<file path="config.mk">
export PLATFORM = sky130hd
export DESIGN_NAME = pipelined_alu
export DESIGN_NICKNAME = d
export VERILOG_FILES = /design/src/rtl/pipelined_alu.sv
export SDC_FILE = /design/constraint.sdc
export NUM_CORES = 1
export LEC_CHECK = 0
export CORE_MARGIN = 5
export CORE_UTILIZATION = 55
export CTS_BUF_LIST = sky130_fd_sc_hd__clkbuf_4
export CTS_CLUSTER_DIAMETER = 200
export DETAILED_ROUTE_END_ITERATION = 10
export MAX_ROUTING_LAYER = met4
export PLACE_DENSITY = 0.85
export SYNTH_ARGS = -nofsm -noshare
export SYNTH_HDL_FRONTEND = slang
export SYNTH_SLANG_ARGS = --single-unit
</file>
<file path="constraint.sdc">
create_clock -name clk -period 6.4 [get_ports clk]
set_input_delay 0.64 -clock clk [delete_from_list [all_inputs] [get_ports clk]]
set_output_delay 0.64 -clock clk [all_outputs]
set_load 0.03 [all_outputs]
</file>
<file path="src/rtl/pipelined_alu.sv">
// Two-stage valid/ready ALU: S1 registers the request, S2 computes and registers
// result plus carry/overflow/zero flags. One op per cycle when not stalled.
module pipelined_alu #(
  parameter int WIDTH = 32
) (
  input  logic             clk,
  input  logic             reset_n,
  input  logic             in_valid,
  output logic             in_ready,
  input  logic [WIDTH-1:0] a,
  input  logic [WIDTH-1:0] b,
  input  logic [2:0]       sel,
  input  logic             negate,
  output logic             out_valid,
  input  logic             out_ready,
  output logic [WIDTH-1:0] result,
  output logic             carryout,
  output logic             overflow,
  output logic             zero
);
  localparam logic [2:0] OP_AND  = 3'd0;
  localparam logic [2:0] OP_NOR  = 3'd1;
  localparam logic [2:0] OP_OR   = 3'd2;
  localparam logic [2:0] OP_XOR  = 3'd3;
  localparam logic [2:0] OP_NAND = 3'd4;
  localparam logic [2:0] OP_ADD  = 3'd5;
  localparam logic [2:0] OP_SLT  = 3'd6;

  typedef struct packed {
    logic [WIDTH-1:0] a;
    logic [WIDTH-1:0] b;
    logic [2:0]       sel;
    logic             negate;
  } req_t;

  typedef struct packed {
    logic [WIDTH-1:0] result;
    logic             carryout;
    logic             overflow;
    logic             zero;
  } rsp_t;

  req_t s1_q;
  rsp_t s2_q, s2_d;
  logic s1_valid, s2_valid, s2_adv, in_xfer;

  assign s2_adv   = s1_valid & (~s2_valid | out_ready);
  assign in_ready = ~s1_valid | s2_adv;
  assign in_xfer  = in_valid & in_ready;

  // Single shared adder: SLT always subtracts, ADD subtracts when negate is set.
  logic             inv, cout, ovf;
  logic [WIDTH-1:0] bx, sum;

  assign inv = (s1_q.sel == OP_SLT) | ((s1_q.sel == OP_ADD) & s1_q.negate);
  assign bx  = s1_q.b ^ {WIDTH{inv}};
  assign {cout, sum} = {1'b0, s1_q.a} + {1'b0, bx} + {{WIDTH{1'b0}}, inv};
  assign ovf = (s1_q.a[WIDTH-1] == bx[WIDTH-1]) & (sum[WIDTH-1] != s1_q.a[WIDTH-1]);

  always_comb begin
    s2_d = '0;
    case (s1_q.sel)
      OP_AND:  s2_d.result = s1_q.a & s1_q.b;
      OP_NOR:  s2_d.result = ~(s1_q.a | s1_q.b);
      OP_OR:   s2_d.result = s1_q.a | s1_q.b;
      OP_XOR:  s2_d.result = s1_q.a ^ s1_q.b;
      OP_NAND: s2_d.result = ~(s1_q.a & s1_q.b);
      OP_ADD: begin
        s2_d.result   = sum;
        s2_d.carryout = cout;
        s2_d.overflow = ovf;
      end
      OP_SLT: begin
        s2_d.result   = {{(WIDTH-1){1'b0}}, sum[WIDTH-1] ^ ovf};
        s2_d.carryout = cout;
        s2_d.overflow = ovf;
      end
      default: s2_d.result = '0;
    endcase
    s2_d.zero = (s2_d.result == '0);
  end

  always_ff @(posedge clk or negedge reset_n) begin
    if (!reset_n) begin
      s1_q     <= '0;
      s1_valid <= 1'b0;
    end else if (in_xfer) begin
      s1_q     <= '{a: a, b: b, sel: sel, negate: negate};
      s1_valid <= 1'b1;
    end else if (s2_adv) begin
      s1_valid <= 1'b0;
    end
  end

  // S2 holds its flags after draining; only out_valid drops.
  always_ff @(posedge clk or negedge reset_n) begin
    if (!reset_n) begin
      s2_q      <= '0;
      s2_q.zero <= 1'b1;
      s2_valid  <= 1'b0;
    end else if (s2_adv) begin
      s2_q     <= s2_d;
      s2_valid <= 1'b1;
    end else if (out_ready) begin
      s2_valid <= 1'b0;
    end
  end

  assign out_valid = s2_valid;
  assign result    = s2_q.result;
  assign carryout  = s2_q.carryout;
  assign overflow  = s2_q.overflow;
  assign zero      = s2_q.zero;
endmodule
</file>
# Word-level counts from Yosys, hierarchy flattened
# Cells that the tools add are included.
# totals
elab_cells	47
regBits	105
# classes
n_eq_ne	8
bitwise	16
addsub	2
n_reduce_logical	5
muxes	6
# op_table
op	n
one-hot mux 32 bit (7 select lines)	1
NOT 32 bit	2
bitwise XOR 32 bit	2
adder 32 x 32 -> 33 bit	1
adder 33 x 1 -> 33 bit	1
bitwise AND 32 bit	1
logical NOT 32 bit	1
OR 32 bit	1
== test 3 bit (second input constant)	3
== test 3 x 2 -> 1 bit (second input constant)	2
bitwise AND 1 bit	4
2-to-1 mux 1 bit	4
nonzero test 2 bit	2
== test 3 x 1 -> 1 bit (second input constant)	1
logical NOT 3 bit	1
OR 1 bit	3
2-to-1 mux 2 bit	1
NOT 1 bit	2
OR reduction 2 bit	1
== test 1 bit	1
inequality test 1 bit	1
bitwise XOR 1 bit	1

# Logic depth before layout (Yosys ltp)
# depth
word_depth	11
mapped_depth	18
depth_no_buf	14

# Worst setup path before layout
# Ideal clock, no wire load.
# synth_path
path_type	register -> register
start	register s1_q[3] in the netlist's numbering
end	register, netlist name zero
period_less_slack_ns	4.752
n_path_buf	4
setup_ns	0.063
arrival_ns	4.689
setup_slack_ns	1.648
path_stages_with_launch	18
path_cell_list	dfrtp_1 clkbuf_1 clkbuf_1 buf_1 o21ai_1 clkbuf_1 xnor2_1 fa_1 a21o_1 a221o_1 a22o_1 o31a_1 nor2_2 a211oi_1 or3b_1 a2111oi_2 and4_1 a32o_1
# synth_via
elab_chain_cells	11
# synth_rtl
item	line_no	rtl
start, declared	43	req_t s1_q;
start signal, assigned	88	s1_q <= '{a: a, b: b, sel: sel, negate: negate};
== test 3 bit	55, 62	
bitwise AND 1 bit	55	assign inv = (s1_q.sel == OP_SLT) | ((s1_q.sel == OP_ADD) & s1_q.negate);
OR 1 bit	55	
bitwise XOR 32 bit	56	assign bx = s1_q.b ^ {WIDTH{inv}};
adder 32 x 32 -> 33 bit	57	assign {cout, sum} = {1'b0, s1_q.a} + {1'b0, bx} + {{WIDTH{1'b0}}, inv};
adder 33 x 1 -> 33 bit	57	
inequality test 1 bit	58	assign ovf = (s1_q.a[WIDTH-1] == bx[WIDTH-1]) & (sum[WIDTH-1] != s1_q.a[WIDTH-1]);
bitwise AND 1 bit	58	
bitwise XOR 1 bit	74	s2_d.result = {{(WIDTH-1){1'b0}}, sum[WIDTH-1] ^ ovf};
one-hot mux 32 bit (7 select lines) *	62	case (s1_q.sel)
logical NOT 32 bit *	80	s2_d.zero = (s2_d.result == '0);
# Every way passes the cells marked *; elsewhere a longest branch is shown, timed or not.
# A chain may end at the register's enable or synchronous reset.

# Worst setup path in the final report
# layout_path
start	register s1_q[1] in the netlist's numbering
end	register, netlist name zero
# layout_via
elab_chain_cells	11
# layout_rtl
item	line_no
== test 3 bit	55, 62
bitwise AND 1 bit	55
OR 1 bit	55
bitwise XOR 32 bit	56
adder 32 x 32 -> 33 bit	57
adder 33 x 1 -> 33 bit	57
inequality test 1 bit	58
bitwise AND 1 bit	58
bitwise XOR 1 bit	74
one-hot mux 32 bit (7 select lines) *	62
logical NOT 32 bit *	80
# Marks and branches as above.

==> key figures <==
STA
  – Fin Setup TNS: 0 ns
  – Fin. max-slew vios: 0
  – RSZ-0062 raised after global routing: false
  – Max_slew headroom: 27.19%
  – Share of the clock period used by the worst path: 80.91%
  – Tmin final: 5.178 ns
  – Final hold viol count: 0
  – Final setup viols: 0
  – Max Clk Rate: 0.1931 GHz
  – Worst slew pin tran: 1.092 ns
  – Worst Skew: 0.02103 ns

Clocking
  – CTS Hold Bufs: 0
  – Post-CTS Repair Setup Buffers: 0
  – Num CTS Buffers: 9
  – Clock latency on the worst-skew pair: 0.51 ns
  – Clock Tree Root: clkbuf_4
  – Max H-tree Level: 3
  – CTS tree: built
  – Clk sinks: 105
  – Clock buffer depth: 2
  – Worst-path clk slew: 0.16 ns
  – Post-CTS sizing: 0

Power
  – Leak pwr: 4.503 nW
  – Clock network fraction of total power: 10.4%
  – Proportion of power drawn by flip-flops and latches: 29.0%
  – Sw power: 1.557 mW
  – P per Cell Area: 333.3 nW/um^2
  – Peak supply drop: 0.1964 mV
  – Net Sw Frac: 46.32%
  – Int Power: 1.805 mW
  – Comb pwr share: 60.6%

Route
  – Drt drc: 0
  – Router iterations before antenna repair: 5
  – First DRT Iteration DRCs: 605
  – Routed vias/inst: 6.014
  – Final WL: 22,730 um
  – Vias: 7,500
  – ANT nets after route: 0
  – Drt wl/cell: 18.23 um

Synthesis
  – Post-Syn Area: 8736 sq um
  – Async set or reset register ratio after synthesis: 100.0%
  – Avg Cell Area, Syn: 9.128 sq um
  – Library cells used by synthesis: 73
  – Yosys warns: 0
  – Synthesized flop and latch total: 105
  – Number of synthesized flops with an enable pin: 0
  – Post-synth top area cell: dfrtp_1
  – Post-synthesis sequential area ratio: 30.09%
  – Dominant synthesized flop cell: dfrtp_1
  – Syn_nets: 1,126
  – Syn Inst Count: 957
  – Share of the synthesized area in the top cell type: 29.79%
  – Synth top area cells: dfrtp_1 (30%), ha_1 (14%), mux2_2 (11%), xnor2_1 (4.6%), a21oi_1 (3.5%)

Final layout
  – Layout cell share with drive strength beyond 1: 13.19%
  – Antenna diodes: 0
  – Footprint of the multi-input gates: 5604 sq um
  – Fin util: 64.21%
  – Number of nets in the layout: 1,195
  – Layout Area Growth over Synthesis: 15.48%
  – Cell area after layout: 10,090 sq um
  – Fillers: 1,268
  – FF+latch area: 2633 sq um

Worst setup path
  – Critical path class: register to register
  – Critical path startpoint category: register
  – Reg2reg setup slack: 1.22 ns
  – CP Capture Type: register
  – Crit path required time: 6.86 ns
  – Arr. time, crit path: 5.64 ns
  – CP Max Fanout: 67

Floorplan
  – Die Area: 18,500 sq um
  – Core outline area: 15,710 sq um
  – Starting Density: 55.60%
  – IO Pins: 109
  – Chip Height: 136.0 um
  – Die Wd: 136.0 um
  – Row count: 46

GRT
  – First-pass GRT wire length: 36,890 um
  – Antenna violations before repair: 0
  – Gr ovfl total: 0
  – Vias in the first global route: 7,482
  – Gr usage total: 25.71%
  – Largest net degree at the start of global routing: 69

Worst hold path
  – HP Class: input pin to asynchronous set/reset pin

Flow run
  – Max Cap Violations: 0

Placement
  – IO Port Bufs: 108
  – Final HPWL DP: 17,080 um
  – Placed cell areas: 9955 sq um
  – RD Place Congestion: 0.9844

Status
  – Status: finished clean
==> final cells by class <==
class                   count  area share [%]
well taps                 216           2.679
multi-input cells         718           55.55
clock inverters             6          0.5829
inverters                  73           2.716
clock buffers              10          0.7441
flip-flops and latches    105           26.09
repair buffers            119           11.63
==> synthesized netlist by cell type (4+ instances only) <==
cell type    n
nand2b_1     7
nor2b_1      5
clkbuf_1    35
nand3_1      8
xnor2_1     46
mux2_2      89
or3_1        6
a21oi_1     61
buf_2       11
inv_1       72
nor4_1       7
a31oi_1     12
o21ai_0     57
o211ai_1    13
nand2_1     77
xor2_1       8
nor3_1      10
mux2i_1     24
nor2_1      40
dfrtp_1    104
buf_1       15
o21a_1       9
o221ai_1     8
o31ai_1      5
o21bai_1     4
a221oi_1     4
nand4_1     15
o22ai_1     18
and3b_1      4
ha_1        96
a211oi_1     9
a21o_1      16
==> stage by stage <==
step	worst slack, ns	instances	total power [mW]	hold WS (ns)
floorplan	1.648	957	2.384	0.3444
CTS	1.261	1247	3.351	0.1160
global placement	1.412	1231	2.951	0.4619
finish	1.222	1247	3.362	0.1078
detailed placement	1.255	1231	2.991	0.4722
global route	0.8484	1247	3.613	0.1277
==> logic make-up (layout without fill, tap and decap cells) <==
group / Yosys count / in the layout / synth area share, %
buf+inv: 134 / 208 / 5.915
simple gates: 201 / 201 / 11.29
xor+xnor: 54 / 54 / 5.414
compound gates: 253 / 253 / 19.09
fa+ha+maj: 97 / 97 / 13.98
mux: 113 / 113 / 14.22
flops: 105 / 105 / 30.09
==> metal layers <==
metal  routed length (um)  vias up  GRT usage [%]
met3                 1726       49          5.181
met5                    0        -              -
met1                 9822     3591          32.57
li1                     -     3582              -
met4                  479        0          7.951
met2                10700      278          41.66
==> worst paths after layout <==
path	endpoint	depth (start not counted)	from
max	zero	14	s1_q[1]
max in group asynchronous	s1_q[1]	2	reset_n
min in group clk	overflow	2	overflow
min reg2reg	overflow	2	overflow
min	s1_q[25]	1	reset_n
max reg2reg	zero	14	s1_q[1]
==> cell usage in the layout (no fill, tap or decap), drive strengths merged, types with 8 or more instances in the layout <==
master,Yosys,final
mux2i,24,24
nor2,41,41
a31oi,12,12
dfrtp,104,104
xor2,8,8
a21oi,64,64
o22ai,18,18
buf,26,12
inv,73,73
nand4,15,15
nor3,10,10
nand2,77,77
a211oi,9,9
xnor2,46,46
nand3,8,8
a21o,16,16
o21ai,59,59
clkbuf,35,10
o211ai,13,13
o221ai,8,8
o21a,9,9
mux2,89,89
ha,96,96
clkdlybuf4s50,0,107
==> critical path: stages (launching register included) <==
cell and delay [ns]:
dfrtp_4 0.92, nor2b_1 0.27, o21ai_4 0.69, xnor2_1 0.21, fa_1 0.44, a21o_1 0.19
a221o_1 0.41, and3b_1 0.22, o32ai_1 0.41, o21ai_0 0.17, xor2_1 0.17, a21o_1 0.21
nor4_1 0.38, and4_1 0.26, a32o_1 0.17
==> sequential cells by signal, summed over array words and instances (netlist names) <==
signal     flops
out_valid      1
carryout       1
overflow       1
result        32
zero           1
s1_valid       1
s1_q          68
==> power groups by stage <==
stage / registers [mW] / clock network, mW / logic [mW]
after floorplan: 1.09 / 0 / 1.29
after global placement: 0.981 / 0 / 1.97
after detailed placement: 0.987 / 0 / 2.00
after CTS: 0.973 / 0.361 / 2.02
after global routing: 0.994 / 0.387 / 2.23
final: 0.977 / 0.350 / 2.04
Power figures use the tool's default switching activity.
==> edit 1, RTL diff (same settings) <==
Set the parameter `WIDTH` to 64 (it was 32).
--- a/src/rtl/pipelined_alu.sv
+++ b/src/rtl/pipelined_alu.sv
@@ -2,5 +2,5 @@
 // result plus carry/overflow/zero flags. One op per cycle when not stalled.
 module pipelined_alu #(
-  parameter int WIDTH = 32
+  parameter int WIDTH = 64
 ) (
   input  logic             clk,
Interface: changed (resized a, b and result); port bits go from 109 to 205. The function was not compared with the original's and may differ.
==> edit 1 against the original RTL <==
Critical path depth rose by 4. Wire length is 140% higher. Synthesized cell count grew 110%. Synthesized area grew 98%. Sequential cell count grew 96. Power rose by 110%. Cell area is 100% higher. First-iteration DRC count grew 150%. Cell count grew 110%. Non-clock buffer count is 103 higher. Worst setup slack worse by 0.45 ns. Sequential share of layout area fell by 1.1 points. Largest power group unchanged.
==> edit 1: results (changes against the original RTL) <==
| Metric | Value |
|---|---|
| Run status | finished clean |
| Layout cells sized above 1 | 0.134 (+0.00188) |
| Setup Buffers After CTS | 0 (unchanged) |
| DRT iter0 DRCs | 1,484 (+150%) |
| Clock transition at path regs | 0.07 ns (-0.09 ns) |
| Gr usage total | 0.307 (+0.0502) |
| DP Wirelength | 40,300 um (+140%) |
| Yosys cell types | 79 (+8.2%) |
| Syn Nets | 2,324 (+110%) |
| Post-cts resize count | 0 (unchanged) |
| Total number of vias | 16,013 (+110%) |
| Maximum vdd drop | 0.234 mV (+19%) |
| Normalized max-slew margin | 0.262 (-0.00942) |
| Clk_skew | 0.0383 ns (+0.0173 ns) |
| Max reg flops | 132 (+94%) |
| Tmin final | 5.63 ns (+0.452 ns) |
| Min Hold Slack | 0.00284 ns (-0.105 ns) |
| Initial antenna violation count | 2 (+2) |
| First-pass GRT wire length | 86,300 um (+130%) |
| H-tree levels | 2 (-1) |
| Synth top cells by count | nand2_1 (222), dfrtp_1 (200), ha_1 (193) |
| Port bufs | 204 (+89%) |
| Crit path DAT | 6.30 ns (+0.66 ns) |
| Lkg Pwr | 9.19 nW (+100%) |
| Slowest CP cell | o31ai_1 |
| Max Root-Sink Buffers | 3 (+1) |
| Worst reg2reg setup slack | 0.77 ns (-0.45 ns) |
| DRT Wirelength | 53,900 um (+140%) |
| CTS Buf Count | 55 (+46) |
| Placed Instance Area | 0.0195 sq mm (+96%) |
| Fin nets | 2,481 (+110%) |
| HP Class | in2async |
| Crit path largest cell delay | 0.54 ns (-0.38 ns) |
| Routability cong. | 1.04 (+5.5%) |
| Largest fanout on the critical path | 30 (-55%) |
| Synth top area cells | dfrtp_1 (29%), ha_1 (14%), mux2_2 (10%) |
| Largest net degree at the start of global routing | 124 (+80%) |
| Post-Place Worst Slack | 0.948 ns (-0.307 ns) |
| Share of the yosys chip area belonging to registers | 0.291 (-0.00996) |
| Drt pass-1 iters | 6 (+1) |
| Clk_lat worst skew | 0.76 ns (+0.25 ns) |
## edit 1: cell count changes in the layout (fill, tap and decap cells not counted), moves of 27 or more
cell / before / now
a21oi_1: 61 / 155
clkbuf_4: 10 / 76
clkdlybuf4s50_1: 107 / 203
dfrtp_1: 103 / 197
ha_1: 96 / 193
inv_1: 72 / 143
mux2_2: 89 / 159
mux2i_1: 24 / 51
nand2_1: 76 / 219
nor2_1: 40 / 118
o21ai_0: 57 / 143
xnor2_1: 46 / 84
## edit 1: layout make-up
| type | count | area, sq um |
|---|---|---|
| multi-input cells | 1527 | 11200 |
| diodes | 2 | 5.00 |
| repair buffers | 222 | 2180 |
| fillers | 2602 | 11100 |
| flip-flops and latches | 201 | 5040 |
| well taps | 402 | 503 |
| clock buffers | 76 | 571 |
| inverters | 144 | 541 |
| clock inverters | 20 | 82.6 |
## edit 1: cells by family (layout without fill, tap and decap cells)
logic type	count (synthesis)	in the layout	share of synthesized area
AOI/OAI and AO/OA	536	536	0.195
and+or+nand+nor	476	476	0.124
buffers and inverters	266	462	0.0596
muxes	210	210	0.133
DFF	201	201	0.291
adders and majority gates	194	194	0.141
xor gates and xnor gates	111	111	0.0562
other	0	2	0
## edit 1: path summary, 6_finish.rpt
check / cells past startpoint / end / from
max: 18 / zero / s1_q[2]
min: 1 / s1_q[97] / reset_n
max reg2reg: 18 / zero / s1_q[2]
min reg2reg: 2 / result[2] / result[2]
max in group asynchronous: 2 / result[41] / reset_n
min in group clk: 2 / result[2] / result[2]
## edit 1: power by group
group	total, mW	leakage, nW	internal [mW]	switching, mW
logic	4.24	6.39	1.68	2.56
clock network	1.13	0.403	0.548	0.584
registers	1.85	2.40	1.55	0.302
total	7.23	9.19	3.78	3.44
## edit 1: worst reg2reg max path, stage by stage (launching register included)
cell	delay, ns
dfrtp_4	0.48
nand2b_1	0.20
nand2_1	0.14
nand2_4	0.22
buf_4	0.50
xnor2_1	0.18
ha_1	0.40
a21oi_1	0.24
o21ai_0	0.14
a221o_1	0.36
a21oi_1	0.41
a2bb2oi_1	0.32
nand2_1	0.11
o31ai_1	0.54
xor2_1	0.19
o221ai_1	0.18
nor4_1	0.38
nand4_1	0.20
o41ai_2	0.35
## edit 1: per-stage QoR
step / std cells / power [mW]
2_1_floorplan: 1994 / 4.67
5_1_grt: 2594 / 7.69
4_1_cts: 2592 / 7.19
3_3_place_gp: 2496 / 5.93
3_5_place_dp: 2496 / 6.02
6_report: 2594 / 7.23
## edit 1: per-layer routing
layer	part of all wire	vias to the layer above	wire, um	GRT usage
met1	0.42	7739	22400	0.392
li1	-	7429	-	-
met4	0.031	0	1650	0.101
met3	0.074	121	3970	0.0435
met2	0.48	724	25900	0.507
met5	0	-	0	-
==> edit 2, RTL diff (config.mk and constraints unchanged) <==
Made on the original files. Reset style: synchronous (`reset_n`), changed in 2 clocked blocks.
--- a/src/rtl/pipelined_alu.sv
+++ b/src/rtl/pipelined_alu.sv
@@ -81,5 +81,5 @@
   end
 
-  always_ff @(posedge clk or negedge reset_n) begin
+  always_ff @(posedge clk) begin
     if (!reset_n) begin
       s1_q     <= '0;
@@ -94,5 +94,5 @@
 
   // S2 holds its flags after draining; only out_valid drops.
-  always_ff @(posedge clk or negedge reset_n) begin
+  always_ff @(posedge clk) begin
     if (!reset_n) begin
       s2_q      <= '0;
Function: differs if reset_n is asserted again (counterexample within 4 cycles, from zero or initial values and one cycle with reset_n low); with reset_n held inactive, the same outputs for 4 cycles.
==> edit 2 against the original RTL <==
Cell area decreased by 3.9%. Worst setup slack improved by 0.38 ns. Cell count rose by 11%. Wire length rose by 4.3%. Non-clock buffer count stayed put. Sequential cell count stayed put. Global-route usage grew 1.2 points. Hold slack gained 0.37 ns. Synthesized cell count rose by 18%. Die area shrank 3.3%. Synthesized area decreased by 3.6%. Critical endpoint is now zero. Largest cell class unchanged. Highest routed layer unchanged.
Power is not compared: it rests on default switching activity, and its combinational part moved more than twofold at a synthesized area within 25%.
==> edit 2: results (changes against the original RTL) <==
| Metric | Value |
|---|---|
| Run status | finished clean |
| First-pass GRT wire length | 38,600 um (+4.6%) |
| Met3 Resource Use GR | 0.0484 (-0.00343) |
| Fin area | 0.00969 sq mm (-3.9%) |
| R2r endpoint | zero |
| Met3 WL | 1500 um (-13%) |
| Met2 routed WL | 10,700 um (-0.21%) |
| Clk_skew | 0.0213 ns (+0.000298 ns) |
| Final WS setup | 1.60 ns (+0.375 ns) |
| Yosys cell types | 70 (-4.1%) |
| Synth top cells by count | nand2_1 (185), a21oi_1 (152), dfxtp_1 (105) |
| DP Wirelength | 17,700 um (+3.7%) |
| Initial antenna violation count | 1 (+1) |
| Placed Instance Area | 0.00956 sq mm (-3.9%) |
| M2 GR Usage | 0.423 (+0.00618) |
| Fillers | 1,325 (+4.5%) |
| Ys flop type | dfxtp_1 |
| Met1 Usage GRT | 0.345 (+0.0198) |
| Crit path largest cell delay | 0.84 ns (-0.08 ns) |
| Async set-reset flop share out of synthesis | 0 (-1.00) |
| DRT iter0 DRCs | 566 (-6.4%) |
| FF-to-FF Start | s1_q[2] |
| Gr usage total | 0.270 (+0.0125) |
| Largest fanout on the critical path | 42 (-37%) |
| Non-filler instance count after layout | 1,389 (+11%) |
| Routability cong. | 0.958 (-2.7%) |
| Post-Route M1 WL | 10,700 um (+9.3%) |
## edit 2: area by class of cell
type                    instances  share of cell area
repair buffers                119               0.120
diodes                          1            0.000258
inverters                      71              0.0275
flip-flops and latches        105               0.217
multi-input cells             889               0.598
well taps                     188              0.0243
clock buffers                  10             0.00774
clock inverters                 6             0.00555
## edit 2: kinds of logic (layout without fill, tap and decap cells)
group,count (synthesis),after routing,synth area share
compound gates,331,331,0.246
xor+xnor,52,52,0.0541
fa+ha+maj,97,97,0.145
buf+inv,140,206,0.0656
flops,105,105,0.249
mux,39,39,0.0511
other cells,0,1,0
simple gates,370,370,0.189
## edit 2: how the worst max path moves through the flow
stage / endpoint / depth (start not counted) / slack, ns / startpoint
2_1_floorplan: zero / 18 / 1.92 / s1_q[3]
3_3_place_gp: zero / 15 / 1.85 / s1_q[2]
3_5_place_dp: zero / 15 / 1.71 / s1_q[2]
4_1_cts: zero / 15 / 1.69 / s1_q[2]
5_1_grt: zero / 15 / 1.28 / s1_q[2]
6_report: zero / 15 / 1.60 / s1_q[2]
